--- src/rtl/regfile_pkg.sv ---
// Shared types and constants for the register-file arbiter slice.
// The sequencer state enum is also exported on the debug port of regfile_arbiter.
package regfile_pkg;

    localparam int DEF_DEPTH  = 4;
    localparam int DEF_WIDTH  = 8;
    localparam int DEF_ADDR_W = 2;
    localparam int STAT_W     = 16;

    typedef enum logic [0:0] {
        ST_INIT = 1'b0,
        ST_RUN  = 1'b1
    } state_t;

endpackage

--- src/rtl/regfile_arbiter_if.sv ---
// Request/response bundle between NUM_REQ requesters and the register-file arbiter.
// Requester k owns bit k of each per-requester vector and slice k of each packed field.
interface regfile_arbiter_if
    import regfile_pkg::*;
#(
    parameter int NUM_REQ = 2,
    parameter int WIDTH   = DEF_WIDTH,
    parameter int ADDR_W  = DEF_ADDR_W
);

    // Handshake: a request transfers on the rising edge where req_valid[k] and
    // req_ready[k] are both high. req_ready is one-hot or zero and may depend on
    // req_valid in the same cycle. A requester holding req_valid while not granted
    // keeps we/addr/wdata/wmask stable. rsp_valid[k] pulses one cycle after a read
    // transfer; rsp_rdata is shared and holds its last value between pulses.
    logic [NUM_REQ-1:0]        req_valid;
    logic [NUM_REQ-1:0]        req_ready;
    logic [NUM_REQ-1:0]        req_we;
    logic [NUM_REQ*ADDR_W-1:0] req_addr;
    logic [NUM_REQ*WIDTH-1:0]  req_wdata;
    logic [NUM_REQ*WIDTH-1:0]  req_wmask;
    logic [NUM_REQ-1:0]        rsp_valid;
    logic [WIDTH-1:0]          rsp_rdata;

    modport master (
        output req_valid,
        output req_we,
        output req_addr,
        output req_wdata,
        output req_wmask,
        input  req_ready,
        input  rsp_valid,
        input  rsp_rdata
    );

    modport slave (
        input  req_valid,
        input  req_we,
        input  req_addr,
        input  req_wdata,
        input  req_wmask,
        output req_ready,
        output rsp_valid,
        output rsp_rdata
    );

endinterface

--- src/rtl/regfile_storage.sv ---
// DEPTH x WIDTH array with a per-bit masked write port and a registered read port.
// The array itself has no reset; only the read register is cleared by rst_n.
module regfile_storage
    import regfile_pkg::*;
#(
    parameter int DEPTH  = DEF_DEPTH,
    parameter int WIDTH  = DEF_WIDTH,
    parameter int ADDR_W = DEF_ADDR_W
) (
    input  logic              clk,
    input  logic              rst_n,
    input  logic              i_we,
    input  logic [ADDR_W-1:0] i_waddr,
    input  logic [WIDTH-1:0]  i_wdata,
    input  logic [WIDTH-1:0]  i_wmask,
    input  logic              i_re,
    input  logic [ADDR_W-1:0] i_raddr,
    output logic [WIDTH-1:0]  o_rdata
);

    logic [WIDTH-1:0] r_mem [DEPTH];
    logic [WIDTH-1:0] r_rdata;

    always_ff @(posedge clk) begin
        if (i_we) begin
            r_mem[i_waddr] <= (r_mem[i_waddr] & ~i_wmask) | (i_wdata & i_wmask);
        end
    end

    // Read data only updates on a read, so it holds between responses.
    always_ff @(posedge clk or negedge rst_n) begin
        if (!rst_n) begin
            r_rdata <= '0;
        end else if (i_re) begin
            r_rdata <= r_mem[i_raddr];
        end
    end

    assign o_rdata = r_rdata;

endmodule

--- src/rtl/regfile_arbiter.sv ---
// Round-robin arbiter sharing one register file between NUM_REQ requesters; clears the
// array after every reset. Optional per-requester grant counters: REGFILE_ARB_STATS_EN.
module regfile_arbiter
    import regfile_pkg::*;
#(
    parameter int NUM_REQ = 2,
    parameter int DEPTH   = DEF_DEPTH,
    parameter int WIDTH   = DEF_WIDTH,
    parameter int ADDR_W  = DEF_ADDR_W
) (
    input  logic                     clk,
    input  logic                     rst_n,
    regfile_arbiter_if.slave         bus,
    output logic                     init_done,
    output state_t                   dbg_state
`ifdef REGFILE_ARB_STATS_EN
    ,
    output logic [NUM_REQ*STAT_W-1:0] grant_cnt
`endif
);

    localparam int                PTR_W     = (NUM_REQ > 1) ? $clog2(NUM_REQ) : 1;
    localparam logic [ADDR_W-1:0] LAST_ADDR = ADDR_W'(DEPTH - 1);
    localparam logic [PTR_W-1:0]  LAST_REQ  = PTR_W'(NUM_REQ - 1);

    state_t             r_state;
    state_t             w_state_nxt;
    logic [ADDR_W-1:0]  r_init_ptr;
    logic [ADDR_W-1:0]  w_init_ptr_nxt;
    logic               r_init_done;
    logic               w_init_done_nxt;
    logic [PTR_W-1:0]   r_rr_ptr;
    logic [PTR_W-1:0]   w_rr_ptr_nxt;
    logic [NUM_REQ-1:0] r_rsp_valid;
    logic [NUM_REQ-1:0] w_rsp_valid_nxt;

    logic               w_found;
    logic [PTR_W-1:0]   w_gnt_idx;
    logic [PTR_W-1:0]   w_scan_idx;
    logic [NUM_REQ-1:0] w_gnt_onehot;

    logic [ADDR_W-1:0]  w_addr_arr  [NUM_REQ];
    logic [WIDTH-1:0]   w_wdata_arr [NUM_REQ];
    logic [WIDTH-1:0]   w_wmask_arr [NUM_REQ];
    logic               w_gnt_we;
    logic [ADDR_W-1:0]  w_gnt_addr;
    logic [WIDTH-1:0]   w_gnt_wdata;
    logic [WIDTH-1:0]   w_gnt_wmask;

    logic               w_mem_we;
    logic               w_mem_re;
    logic [ADDR_W-1:0]  w_mem_waddr;
    logic [WIDTH-1:0]   w_mem_wdata;
    logic [WIDTH-1:0]   w_mem_wmask;
    logic [WIDTH-1:0]   w_rdata;

    genvar k;
    generate
        for (k = 0; k < NUM_REQ; k++) begin : g_unpack
            assign w_addr_arr[k]  = bus.req_addr[k*ADDR_W +: ADDR_W];
            assign w_wdata_arr[k] = bus.req_wdata[k*WIDTH +: WIDTH];
            assign w_wmask_arr[k] = bus.req_wmask[k*WIDTH +: WIDTH];
        end
    endgenerate

    // First valid requester at or after rr_ptr, wrapping modulo NUM_REQ.
    always_comb begin
        w_found    = 1'b0;
        w_gnt_idx  = '0;
        w_scan_idx = '0;
        for (int i = 0; i < NUM_REQ; i++) begin
            w_scan_idx = PTR_W'((int'(r_rr_ptr) + i) % NUM_REQ);
            if (!w_found && bus.req_valid[w_scan_idx]) begin
                w_found   = 1'b1;
                w_gnt_idx = w_scan_idx;
            end
        end
    end

    assign w_gnt_we    = bus.req_we[w_gnt_idx];
    assign w_gnt_addr  = w_addr_arr[w_gnt_idx];
    assign w_gnt_wdata = w_wdata_arr[w_gnt_idx];
    assign w_gnt_wmask = w_wmask_arr[w_gnt_idx];

    always_ff @(posedge clk or negedge rst_n) begin
        if (!rst_n) begin
            r_state     <= ST_INIT;
            r_init_ptr  <= '0;
            r_init_done <= 1'b0;
            r_rr_ptr    <= '0;
            r_rsp_valid <= '0;
        end else begin
            r_state     <= w_state_nxt;
            r_init_ptr  <= w_init_ptr_nxt;
            r_init_done <= w_init_done_nxt;
            r_rr_ptr    <= w_rr_ptr_nxt;
            r_rsp_valid <= w_rsp_valid_nxt;
        end
    end

    always_comb begin
        w_state_nxt     = r_state;
        w_init_ptr_nxt  = r_init_ptr;
        w_init_done_nxt = r_init_done;
        w_rr_ptr_nxt    = r_rr_ptr;
        w_rsp_valid_nxt = '0;
        w_gnt_onehot    = '0;
        w_mem_we        = 1'b0;
        w_mem_re        = 1'b0;
        w_mem_waddr     = w_gnt_addr;
        w_mem_wdata     = w_gnt_wdata;
        w_mem_wmask     = w_gnt_wmask;
        case (r_state)
            ST_INIT: begin
                // Sequencer owns the write port: one full-mask zero write per clock.
                w_mem_we       = 1'b1;
                w_mem_waddr    = r_init_ptr;
                w_mem_wdata    = '0;
                w_mem_wmask    = '1;
                w_init_ptr_nxt = r_init_ptr + 1'b1;
                if (r_init_ptr == LAST_ADDR) begin
                    w_state_nxt     = ST_RUN;
                    w_init_done_nxt = 1'b1;
                end
            end
            ST_RUN: begin
                if (w_found) begin
                    w_gnt_onehot[w_gnt_idx] = 1'b1;
                    w_mem_we                = w_gnt_we;
                    w_mem_re                = !w_gnt_we;
                    if (!w_gnt_we) begin
                        w_rsp_valid_nxt[w_gnt_idx] = 1'b1;
                    end
                    w_rr_ptr_nxt = (w_gnt_idx == LAST_REQ) ? '0 : w_gnt_idx + 1'b1;
                end
            end
            default: begin
                w_state_nxt = ST_INIT;
            end
        endcase
    end

    regfile_storage #(
        .DEPTH  (DEPTH),
        .WIDTH  (WIDTH),
        .ADDR_W (ADDR_W)
    ) u_storage (
        .clk     (clk),
        .rst_n   (rst_n),
        .i_we    (w_mem_we),
        .i_waddr (w_mem_waddr),
        .i_wdata (w_mem_wdata),
        .i_wmask (w_mem_wmask),
        .i_re    (w_mem_re),
        .i_raddr (w_gnt_addr),
        .o_rdata (w_rdata)
    );

    assign bus.req_ready = w_gnt_onehot;
    assign bus.rsp_valid = r_rsp_valid;
    assign bus.rsp_rdata = w_rdata;
    assign init_done     = r_init_done;
    assign dbg_state     = r_state;

`ifdef REGFILE_ARB_STATS_EN
    logic [STAT_W-1:0] r_grant_cnt [NUM_REQ];

    // Saturating per-requester transfer counters.
    always_ff @(posedge clk or negedge rst_n) begin
        if (!rst_n) begin
            for (int i = 0; i < NUM_REQ; i++) begin
                r_grant_cnt[i] <= '0;
            end
        end else begin
            for (int i = 0; i < NUM_REQ; i++) begin
                if (w_gnt_onehot[i] && bus.req_valid[i] && (r_grant_cnt[i] != '1)) begin
                    r_grant_cnt[i] <= r_grant_cnt[i] + 1'b1;
                end
            end
        end
    end

    generate
        for (k = 0; k < NUM_REQ; k++) begin : g_stats
            assign grant_cnt[k*STAT_W +: STAT_W] = r_grant_cnt[k];
        end
    endgenerate
`endif

endmodule

--- src/flat_wrapper.sv ---
// flat-port wrapper written by rule: the top's interface ports become plain ports
module regfile_arbiter_flat import regfile_pkg::*;
#(
    parameter int NUM_REQ = 2,
    parameter int DEPTH   = DEF_DEPTH,
    parameter int WIDTH   = DEF_WIDTH,
    parameter int ADDR_W  = DEF_ADDR_W
)
  (clk, rst_n, init_done, dbg_state, bus_req_valid, bus_req_we, bus_req_addr, bus_req_wdata, bus_req_wmask, bus_req_ready, bus_rsp_valid, bus_rsp_rdata);
  regfile_arbiter_if #(.NUM_REQ(NUM_REQ), .WIDTH(WIDTH), .ADDR_W(ADDR_W)) bus_i ();
  input  logic clk;
  input  logic rst_n;
  output logic init_done;
  output state_t dbg_state;
  input wire logic [$bits(bus_i.req_valid)-1:0] bus_req_valid;
  input wire logic [$bits(bus_i.req_we)-1:0] bus_req_we;
  input wire logic [$bits(bus_i.req_addr)-1:0] bus_req_addr;
  input wire logic [$bits(bus_i.req_wdata)-1:0] bus_req_wdata;
  input wire logic [$bits(bus_i.req_wmask)-1:0] bus_req_wmask;
  output wire logic [$bits(bus_i.req_ready)-1:0] bus_req_ready;
  output wire logic [$bits(bus_i.rsp_valid)-1:0] bus_rsp_valid;
  output wire logic [$bits(bus_i.rsp_rdata)-1:0] bus_rsp_rdata;
  assign bus_i.req_valid = bus_req_valid;
  assign bus_i.req_we = bus_req_we;
  assign bus_i.req_addr = bus_req_addr;
  assign bus_i.req_wdata = bus_req_wdata;
  assign bus_i.req_wmask = bus_req_wmask;
  assign bus_req_ready = bus_i.req_ready;
  assign bus_rsp_valid = bus_i.rsp_valid;
  assign bus_rsp_rdata = bus_i.rsp_rdata;
  regfile_arbiter #(.NUM_REQ(NUM_REQ), .DEPTH(DEPTH), .WIDTH(WIDTH), .ADDR_W(ADDR_W)) u_core (.clk(clk), .rst_n(rst_n), .bus(bus_i), .init_done(init_done), .dbg_state(dbg_state));
endmodule
--- config.mk ---
export PLATFORM = sky130hd
export DESIGN_NAME = regfile_arbiter_flat
export DESIGN_NICKNAME = d
export VERILOG_FILES = /design/src/rtl/regfile_pkg.sv /design/src/rtl/regfile_arbiter_if.sv /design/src/rtl/regfile_storage.sv /design/src/rtl/regfile_arbiter.sv /design/src/flat_wrapper.sv
export SDC_FILE = /design/constraint.sdc
export NUM_CORES = 1
export LEC_CHECK = 0
export ABC_AREA = 1
export BUFFER_PORTS_ARGS = -buffer_cell sky130_fd_sc_hd__buf_2
export CAP_MARGIN = 20
export CORE_ASPECT_RATIO = 0.6
export CORE_MARGIN = 2
export CORE_UTILIZATION = 49
export DETAILED_ROUTE_END_ITERATION = 12
export PLACE_DENSITY_LB_ADDON = 0.3
export SYNTH_ARGS = -nofsm -noshare
export SYNTH_HDL_FRONTEND = slang
export SYNTH_SLANG_ARGS = --single-unit
--- constraint.sdc ---
create_clock -name clk -period 2.3 [get_ports clk]
set_input_delay 0.23 -clock clk [delete_from_list [all_inputs] [get_ports clk]]
set_output_delay 0.23 -clock clk [all_outputs]
set_load 0.03 [all_outputs]
==> results.md, run 1 <==
* First-pass GRT wire length at 10.3 mm
* Initial drt markers at 154
* Seq cells post-synth at 47
* Mapped Nets at 359
* Synth Instances at 316
* # diodes at 0
* Layout cells sized above 1 at 0.274
* Worst Path Required at 2.32 ns
* Vias in the first global route at 2068
* Worst Path Class, Setup: register to register
* Hold depth at 2
* FF-to-FF path depth at 8
* TritonCTS Buffers at 5
* Netlist cell types at 28
* Fin. Hold Viols at 0
* Period utilization at 0.917
* Max Clock Skew at 0.00558 ns
* Relative slew slack at 0.642
* Final min period at 2.11 ns
* Final routed DRC violation total at 0
* Run status: complete, no violations
* Power consumption at 0.00203 W
* GR Overflow Total at 0
* Max clock buf depth at 2
* Cell taking the most area after synthesis: edfxtp_1
* Syn avg cell area at 8.38 um2
* Fin worst setup slack at 0.190 ns
* F_max at 474 MHz
* Critical Path Sink Type: register
* Hold Startpoint: bus_req_we[0]
* DRT Pass-1 Iters at 5
* Setup violators final at 0
* Die height at 60.9 um
* Root buffer cell: clkbuf_8
* GRT Total Usage at 0.230
* Die area at 6030 um2
* Final ANT Viol Nets at 0
* Post-synth EDFFs at 32
* Share of the synthesized area in the top cell type at 0.363
* Leak at 1.53 nW
* # port buffers at 55
* Synth Flop Type: edfxtp_1
* FP Rows at 20
* CTS HTree Levels at 2
* Yosys warnings at 0
* FF-to-FF Start: u_core.r_rr_ptr
* Power density over the cells at 649 nW/um2
* Synth top area cells: edfxtp_1 (36%), nand2_1 (19%), dfrtp_1 (14%), nand3_1 (3.6%), o21ai_1 (3.0%)
* Syn Std Cell Area at 2650 um2
* Largest net degree at the start of global routing at 26
* Worst Setup SP: u_core.r_rr_ptr
* Total wire length at 6.61 mm
* Sink Count at 47
* Via/cell ratio at 5.30
* CTS tree: done
* IO Pins at 56
* Post-synth top cells: nand2_1 (135), edfxtp_1 (32), nand3_1 (19), nor2_1 (19), o21ai_1 (16)
* Die Wd at 98.9 um
* Initial antenna violation count at 0
* Hold WC Path Type: input pin to register
* Critical Path AT at 2.13 ns
* Nets at 422
* Pre-CTS setup slack at 0.176 ns
* Element type at the critical path start: register
* Final HPWL DP at 5.17 mm
* Later-pin clock latency in the skew report at 0.30 ns
* Worst Path Max Fanout at 15
* Initial Utilization at 0.516
* Core region area at 5130 um2
* GPL Wtd Cong at 0.970
* P&R area growth vs syn at 17.9%
* Synth async-reset ratio at 0.319
* Wire length per cell at 14.8 um
* Unrepaired setup endpoints after global routing: no
* Slew @ Worst Pin at 0.534 ns
* Worst vdd ir at 0.317 mV
* Max-Cap Viols at 0
* Total vias in the final route at 2364
* Sequential area share after synthesis at 0.505
* Max Transition Viols Final at 0
* Most frequent cell after synthesis: nand2_1
* Filler cells at 482
* Clk slew on worst S/H paths at 0.08 ns
-- per-layer routing --
metal,vias up,global-route usage,wire length [um]
met3,7,0.0541,464
li1,1180,-,-
met4,0,0.0587,51
met5,-,0,0
met1,1094,0.329,3110
met2,83,0.358,2980
-- layout make-up --
| type | instances | area, um2 | area share |
|---|---|---|---|
| clock buffer | 5 | 68.8 | 0.0221 |
| clock inverter | 3 | 20.0 | 0.00642 |
| inverter | 19 | 71.3 | 0.0229 |
| multi-input combinational | 238 | 1170 | 0.374 |
| sequential | 47 | 1340 | 0.428 |
| tap | 66 | 82.6 | 0.0265 |
| timing repair buffer | 68 | 375 | 0.120 |
-- report_power, final --
| part | leakage, nW | switching (W) | internal (W) |
|---|---|---|---|
| logic | 1.01 | 0.000348 | 0.000166 |
| clock network | 0.0402 | 0.000280 | 0.000212 |
| registers | 0.476 | 0.0000310 | 0.000990 |
| total | 1.53 | 0.000659 | 0.00137 |
-- sequential cells by signal, indices dropped and copies added (netlist names) --
signal / flops
u_core.u_storage.r_mem: 32
u_core.u_storage.o_rdata: 8
u_core.bus.rsp_valid: 2
u_core.r_init_ptr: 2
u_core.dbg_state: 1
u_core.init_done: 1
u_core.r_rr_ptr: 1
-- placed cells by master (no fill, tap or decap), types with 2 or more instances in the layout --
cell type,count
nand2_1,135
buf_2,55
edfxtp_1,32
nor2_1,19
nand3_1,19
o21ai_1,16
dfrtp_1,15
inv_1,14
buf_4,12
or2_2,10
o2111ai_1,8
o211ai_1,8
nand2_2,6
inv_2,5
nor3_1,5
clkbuf_8,5
o21ai_4,3
clkinvlp_4,2
-- repair_timing --
action                     CTS  global route
resized for setup            0             1
setup endpoints to repair    0             8
setup buffers                0             0
hold buffers                 1             0
hold endpoints to repair    15             0
-- worst paths after layout --
kind / slack [ns] / endpoint
worst max-delay path: 0.19 / u_core.u_storage.r_mem[0][3]
worst min-delay path: 0.09 / u_core.bus.rsp_valid[0]
worst max register to register: 0.19 / u_core.u_storage.r_mem[0][3]
worst min register to register: 0.46 / u_core.init_done
max in group asynchronous: 1.70 / u_core.r_rr_ptr
min in group asynchronous: 0.35 / u_core.u_storage.o_rdata[2]
-- cell families (layout without fill, tap and decap cells) --
family | Yosys count | count (layout) | share of synthesized area
and+or+nand+nor | 198 | 198 | 0.322
DFF | 47 | 47 | 0.505
AOI/OAI and AO/OA | 39 | 39 | 0.111
buffers and inverters | 31 | 95 | 0.0577
adders and majority gates | 1 | 1 | 0.00473
-- through the flow --
step	cells	setup TNS (ns)	instance area, um2	hold slack [ns]	utilization
after floorplan	316	-0.509	2650	-0.0656	-
after global placement	437	0	3010	0.151	0.588
after detailed placement	437	0	3010	0.153	0.588
after CTS	446	0	3110	0.0880	0.607
after global routing	446	0	3120	0.0857	0.608
final	446	0	3120	0.0902	0.608
-- critical path, cell delays in order (launching register included) --
cell	delay [ns]
dfrtp_1	0.38
inv_2	0.09
nand2_2	0.07
nand2_2	0.24
nand2_1	0.15
o21ai_4	0.16
a21boi_2	0.22
nor3_1	0.31
buf_4	0.20
Power figures use the tool's default switching activity.
==> inputs of run 2 (changes only) <==
CORE_MARGIN = 5   (was 2)
REMOVE_ABC_BUFFERS = 1   (was default)
==> run 2 against run 1 <==
  * Wire length grew 7.4%
  * Clock power down 3%
  * Clock-buffer cell count grew 1
  * Sequential share of layout area down 0.18 points
  * Clock skew grew 0.00058 ns
  * Critical path depth grew 1
  * Global-route usage shrank 1.9 points
  * Via count up 2.5%
  * Sequential power about the same
  * Largest power group unchanged
  * Combinational power up 3%
  * Largest cell class unchanged
==> results.md, run 2 (synthesis gave the netlist of run 1 again) <==
* Run status: complete, no violations
* Die Wd at 105 um
* Element type at the critical path start: register
* GR met3 Demand/Resource at 0.0387
* Max reg flops at 32
* CP max stage delay at 0.34 ns
* Final ANT Viol Nets at 0
* Hold WC Path Type: input pin to register
* Critical Path AT at 2.11 ns
* Most frequent cells in the layout: nand2_1 (135), buf_2 (55), edfxtp_1 (32), nor2_1 (19), nand3_1 (19)
* F_max at 478 MHz
* Slew @ Worst Pin at 0.571 ns
* Vias in the first global route at 2319
* # diodes at 0
* Worst Setup SP: u_core.r_rr_ptr
* Layout cells sized above 1 at 0.279
* Final min period at 2.09 ns
* GRT Total Usage at 0.211
* Critical Path End: u_core.u_storage.r_mem[2][4]
* Worst Path Max Fanout at 19
* FF-to-FF Start: u_core.r_rr_ptr
* Power density over the cells at 646 nW/um2
* Clk pwr share at 0.235
* Later-pin clock latency in the skew report at 0.29 ns
* Setup violators final at 0
* Worst Path Class, Setup: register to register
* Sink Count at 47
* P_sw at 0.000657 W
* Die area at 7020 um2
* P&R area growth vs syn at 18.5%
* Slowest CP cell: dfrtp_1
* Fin Hold WS at 0.103 ns
* Hold depth at 2
* Leak at 1.55 nW
* FP Rows at 20
* TritonCTS Buffers at 5
* Period utilization at 0.910
* GPL Wtd Cong at 0.877
* Crit Reg-Reg Endpoint: u_core.u_storage.r_mem[2][4]
* Most frequent standard cell in the layout excluding fill and tap cells: nand2_1
* Grt met1 use at 0.285
* IO Pins at 56
* Comb pwr share at 0.261
* Final routed DRC violation total at 0
* Clk slew on worst S/H paths at 0.08 ns
* Seq pwr share at 0.504
* Largest net degree at the start of global routing at 21
* Initial antenna violation count at 0
* Met2 layer usage reported by global route at 0.344
* Total wire length at 7.10 mm
* Root buffer cell: clkbuf_8
* Initial drt markers at 177
* CTS HTree Levels at 2
* Nets at 426
* Total vias in the final route at 2424
* Wire length per cell at 15.8 um
* Cell Int Power at 0.00137 W
* Largest Register: u_core.u_storage.r_mem
* GR peak layer: met2
* Most used cell, CP: nand2_2
* Max Clock Skew at 0.00617 ns
* Core region area at 5150 um2
* Die height at 66.9 um
* Net Sw Frac at 0.324
* Cell-by-cell trace of the critical path: inv_2 > nand2_2 > nand2_2 > nand2_2 > nand3_4 > nand2_8 > inv_2 > nor3_1 > buf_4
* # port buffers at 55
* Via/cell ratio at 5.39
* DRT Pass-1 Iters at 5
* FF-to-FF path depth at 9
* Unrepaired setup endpoints after global routing: no
* Non-filler instance count after layout at 450
* Placed instance area at 3040 um2
* Worst vdd ir at 0.284 mV
* Initial Utilization at 0.514
* First-pass GRT wire length at 11.4 mm
* Fin. Hold Viols at 0
* CTS tree: done
* Final HPWL DP at 5.31 mm
* Max Transition Viols Final at 0
* Worst Path Required at 2.32 ns
* Critical Path Sink Type: register
* GR Overflow Total at 0
* Design area at 3140 um2
* Max clock buf depth at 2
* DP Cell Count at 441
* Flop2flop setup slack at 0.21 ns
* Relative slew slack at 0.617
* Max-Cap Viols at 0
run 2: worst min path at each step:
stage | slack [ns] | from | end
2_1_floorplan | -0.07 | rst_n | u_core.bus.rsp_valid[0]
3_3_place_gp | 0.18 | rst_n | u_core.bus.rsp_valid[0]
3_5_place_dp | 0.18 | rst_n | u_core.bus.rsp_valid[0]
4_1_cts | 0.1 | bus_req_we[1] | u_core.bus.rsp_valid[1]
5_1_grt | 0.1 | bus_req_we[0] | u_core.bus.rsp_valid[0]
6_report | 0.10 | bus_req_we[1] | u_core.bus.rsp_valid[1]
run 2: power groups by stage:
| stage | Combinational, W | Clock [W] | Sequential [W] |
|---|---|---|---|
| 6_report | 0.000529 | 0.000477 | 0.00102 |
| 4_1_cts | 0.000533 | 0.000480 | 0.00102 |
| 2_1_floorplan | 0.000268 | 0 | 0.00110 |
| 5_1_grt | 0.000587 | 0.000524 | 0.00103 |
| 3_3_place_gp | 0.000516 | 0 | 0.00104 |
| 3_5_place_dp | 0.000530 | 0 | 0.00104 |
run 2: final cells by class:
| class | count | area, um2 |
|---|---|---|
| clock inverter | 2 | 8.76 |
| inverter | 19 | 71.3 |
| multi-input combinational | 238 | 1160 |
| tap | 66 | 82.6 |
| sequential | 47 | 1340 |
| timing repair buffer | 72 | 405 |
| clock buffer | 6 | 72.6 |
| fill | 462 | 2020 |
run 2: what timing repair did:
item | CTS | global route
endpoints found under the setup margin | 0 | 1
gates resized for setup | 0 | 1
hold endpoints to repair | 15 | 0
setup buffers | 0 | 0
hold buffers | 1 | 0
run 2: metal layers:
layer | vias up | part of all wire
li1 | 1178 | -
met1 | 1109 | 0.43
met2 | 120 | 0.46
met3 | 17 | 0.084
met4 | 0 | 0.025
met5 | - | 0
run 2: worst max-delay path, delay by kind of cell (launching register included):
kind / cells / cell delay, ns
DFF: 1 / 0.34
buffers and inverters: 3 / 0.32
and+or+nand+nor: 6 / 1.14
run 2: stage by stage:
stage                util  power, W  worst slack [ns]  setup TNS, ns
floorplan               -   0.00137            -0.246          -6.61
global placement    0.591   0.00155             0.325              0
detailed placement  0.591   0.00157             0.232              0
CTS                 0.608   0.00203            0.0526              0
global route        0.608   0.00214            0.0963              0
finish              0.608   0.00203             0.207              0
==> inputs of run 3 (changes only) <==
CELL_PAD_IN_SITES_DETAIL_PLACEMENT = 1   (was default)
CELL_PAD_IN_SITES_GLOBAL_PLACEMENT = 1   (was default)
CORE_UTILIZATION = 36   (was 49)
==> run 3 against run 2 <==
  * Register-to-register slack improved by 0.03 ns
  * First-iteration DRC count is 11% lower
  * Sequential power hardly changed
  * Power up 22%
  * Final cell count increased by 5.8%
  * Hold slack worse by 0.0031 ns
  * Combinational power grew 3%
  * Sequential share of layout area is 1.9 points lower
  * Critical path depth is 1 higher
  * Critical path type unchanged
  * Clock-buffer cell count increased by 1
  * Final area rose by 4.5%
==> results.md, run 3 (synthesis gave the netlist of run 1 again) <==
* Final routed DRC violation total at 0
* GPL Wtd Cong at 0.816
* Die height at 76.4 um
* Period utilization at 0.898
* Design area at 3280 um2
* Initial Utilization at 0.367
* Hold depth at 2
* Nets at 427
* Element type at the critical path start: register
* Sink Count at 47
* FF-to-FF path depth at 10
* Worst Path Required at 2.31 ns
* Sequential standard cell area at 1340 um2
* Critical Path Sink Type: register
* Multi-input gate area at 1160 um2
* First-pass GRT wire length at 13.6 mm
* Max Transition Viols Final at 0
* Setup violators final at 0
* Final HPWL DP at 6.36 mm
* Max-Cap Viols at 0
* Root buffer cell: clkbuf_16
* GRT Total Usage at 0.190
* # port buffers at 55
* Top delay family on crit path: simple AND/OR/NAND/NOR gates
* Slowest CP cell: dfrtp_1
* Critical Path AT at 2.07 ns
* # diodes at 0
* Cell-by-cell trace of the critical path: inv_2 > nand2_2 > nand2_2 > nand2_1 > nand2_1 > inv_2 > nor2_1 > nor2_1 > nor3_1 > buf_4
* P&R area growth vs syn at 23.8%
* Vias in the first global route at 2528
* Most frequent cells in the layout: nand2_1 (135), buf_2 (55), edfxtp_1 (32), nor2_1 (19), nand3_1 (19)
* Worst Path Max Fanout at 17
* Hold WC Path Type: input pin to register
* Pre-CTS setup slack at 0.250 ns
* Filler cells at 886
* Worst path depth at 10
* Fin. Hold Viols at 0
* IO Pins at 56
* Layout cells sized above 1 at 0.281
* Total wire length at 8.43 mm
* Run status: complete, no violations
* Post-CTS setup repair buffer count at 0
* Final min period at 2.07 ns
* GR Overflow Total at 0
* Post-CTS resize count at 0
* FP Rows at 24
* Worst Path Class, Setup: register to register
* Hold_buf cts at 1
* CTS tree: done
* Largest Register: u_core.u_storage.r_mem
* Total vias in the final route at 2414
* Initial antenna violation count at 0
* Placed instance area at 3080 um2
* DRT Pass-1 Iters at 4
* Later-pin clock latency in the skew report at 0.30 ns
* Power density over the cells at 755 nW/um2
* F_max at 484 MHz
* Initial drt markers at 157
* CTS HTree Levels at 2
* Unrepaired setup endpoints after global routing: no
* Fin worst setup slack at 0.234 ns
* Relative slew slack at 0.581
* Leak at 1.60 nW
* Clk slew on worst S/H paths at 0.06 ns
* Max reg flops at 32
* Most frequent standard cell in the layout excluding fill and tap cells: nand2_1
* Max Clock Skew at 0.00384 ns
* CP max stage delay at 0.38 ns
* Largest net degree at the start of global routing at 20
* TritonCTS Buffers at 5
* Die Wd at 121 um
* Final ANT Viol Nets at 0
* Fin Hold WS at 0.0996 ns
* Die area at 9230 um2
* Buf+Inv Stages, Crit Path at 3
* Core region area at 7210 um2
* Via/cell ratio at 5.07
* Max clock buf depth at 2
* Wire length per cell at 17.7 um
* Slew @ Worst Pin at 0.624 ns
* Worst vdd ir at 0.289 mV
==> run 3: cell types whose count changed in the layout (fill, tap and decap cells not counted), sizes merged <==
cell,previous run,this run
clkinv,2,0
buf,71,72
bufinv,0,1
clkbuf,6,7
==> run 3: report_power, final <==
group | switching, W | internal (W)
clock network | 0.000329 | 0.000580
logic | 0.000370 | 0.000175
registers | 0.0000313 | 0.000991
==> run 3: path summary, 6_finish.rpt <==
path	slack, ns	to	start
max	0.23	u_core.u_storage.r_mem[2][1]	u_core.r_rr_ptr
min	0.1	u_core.bus.rsp_valid[0]	bus_req_we[0]
max reg2reg	0.23	u_core.u_storage.r_mem[2][1]	u_core.r_rr_ptr
min reg2reg	0.46	u_core.init_done	u_core.init_done
max in group asynchronous	1.67	u_core.u_storage.o_rdata[2]	rst_n
min in group asynchronous	0.37	u_core.r_rr_ptr	rst_n
==> run 3: through the flow <==
step	utilization	setup TNS [ns]	instances	power, W
detailed placement	0.428	0	467	0.00158
finish	0.455	0	476	0.00248
global route	0.455	0	476	0.00260
floorplan	-	-6.61	304	0.00137
global placement	0.428	0	467	0.00156
CTS	0.455	0	476	0.00249
==> run 3: area by class of cell <==
class	instances	share of cell area
tap	91	0.0347
clock inverter	1	0.00916
multi-input combinational	238	0.354
clock buffer	7	0.0470
inverter	19	0.0218
sequential	47	0.408
timing repair buffer	73	0.126
==> run 3: worst register-to-register path: stages, from the launching register on <==
cell and delay, ns:
dfrtp_1 0.38, inv_2 0.09, nand2_2 0.07, nand2_2 0.27
nand2_1 0.10, nand2_1 0.10, inv_2 0.04, nor2_1 0.10
nor2_1 0.10, nor3_1 0.27, buf_4 0.25
==> run 3: routing by layer <==
metal | global-route usage | share of wire | up-vias
li1 | - | - | 1185
met1 | 0.271 | 0.48 | 1170
met4 | 0.0486 | 0.0080 | 0
met3 | 0.0319 | 0.043 | 5
met2 | 0.299 | 0.47 | 54
met5 | 0 | 0 | -
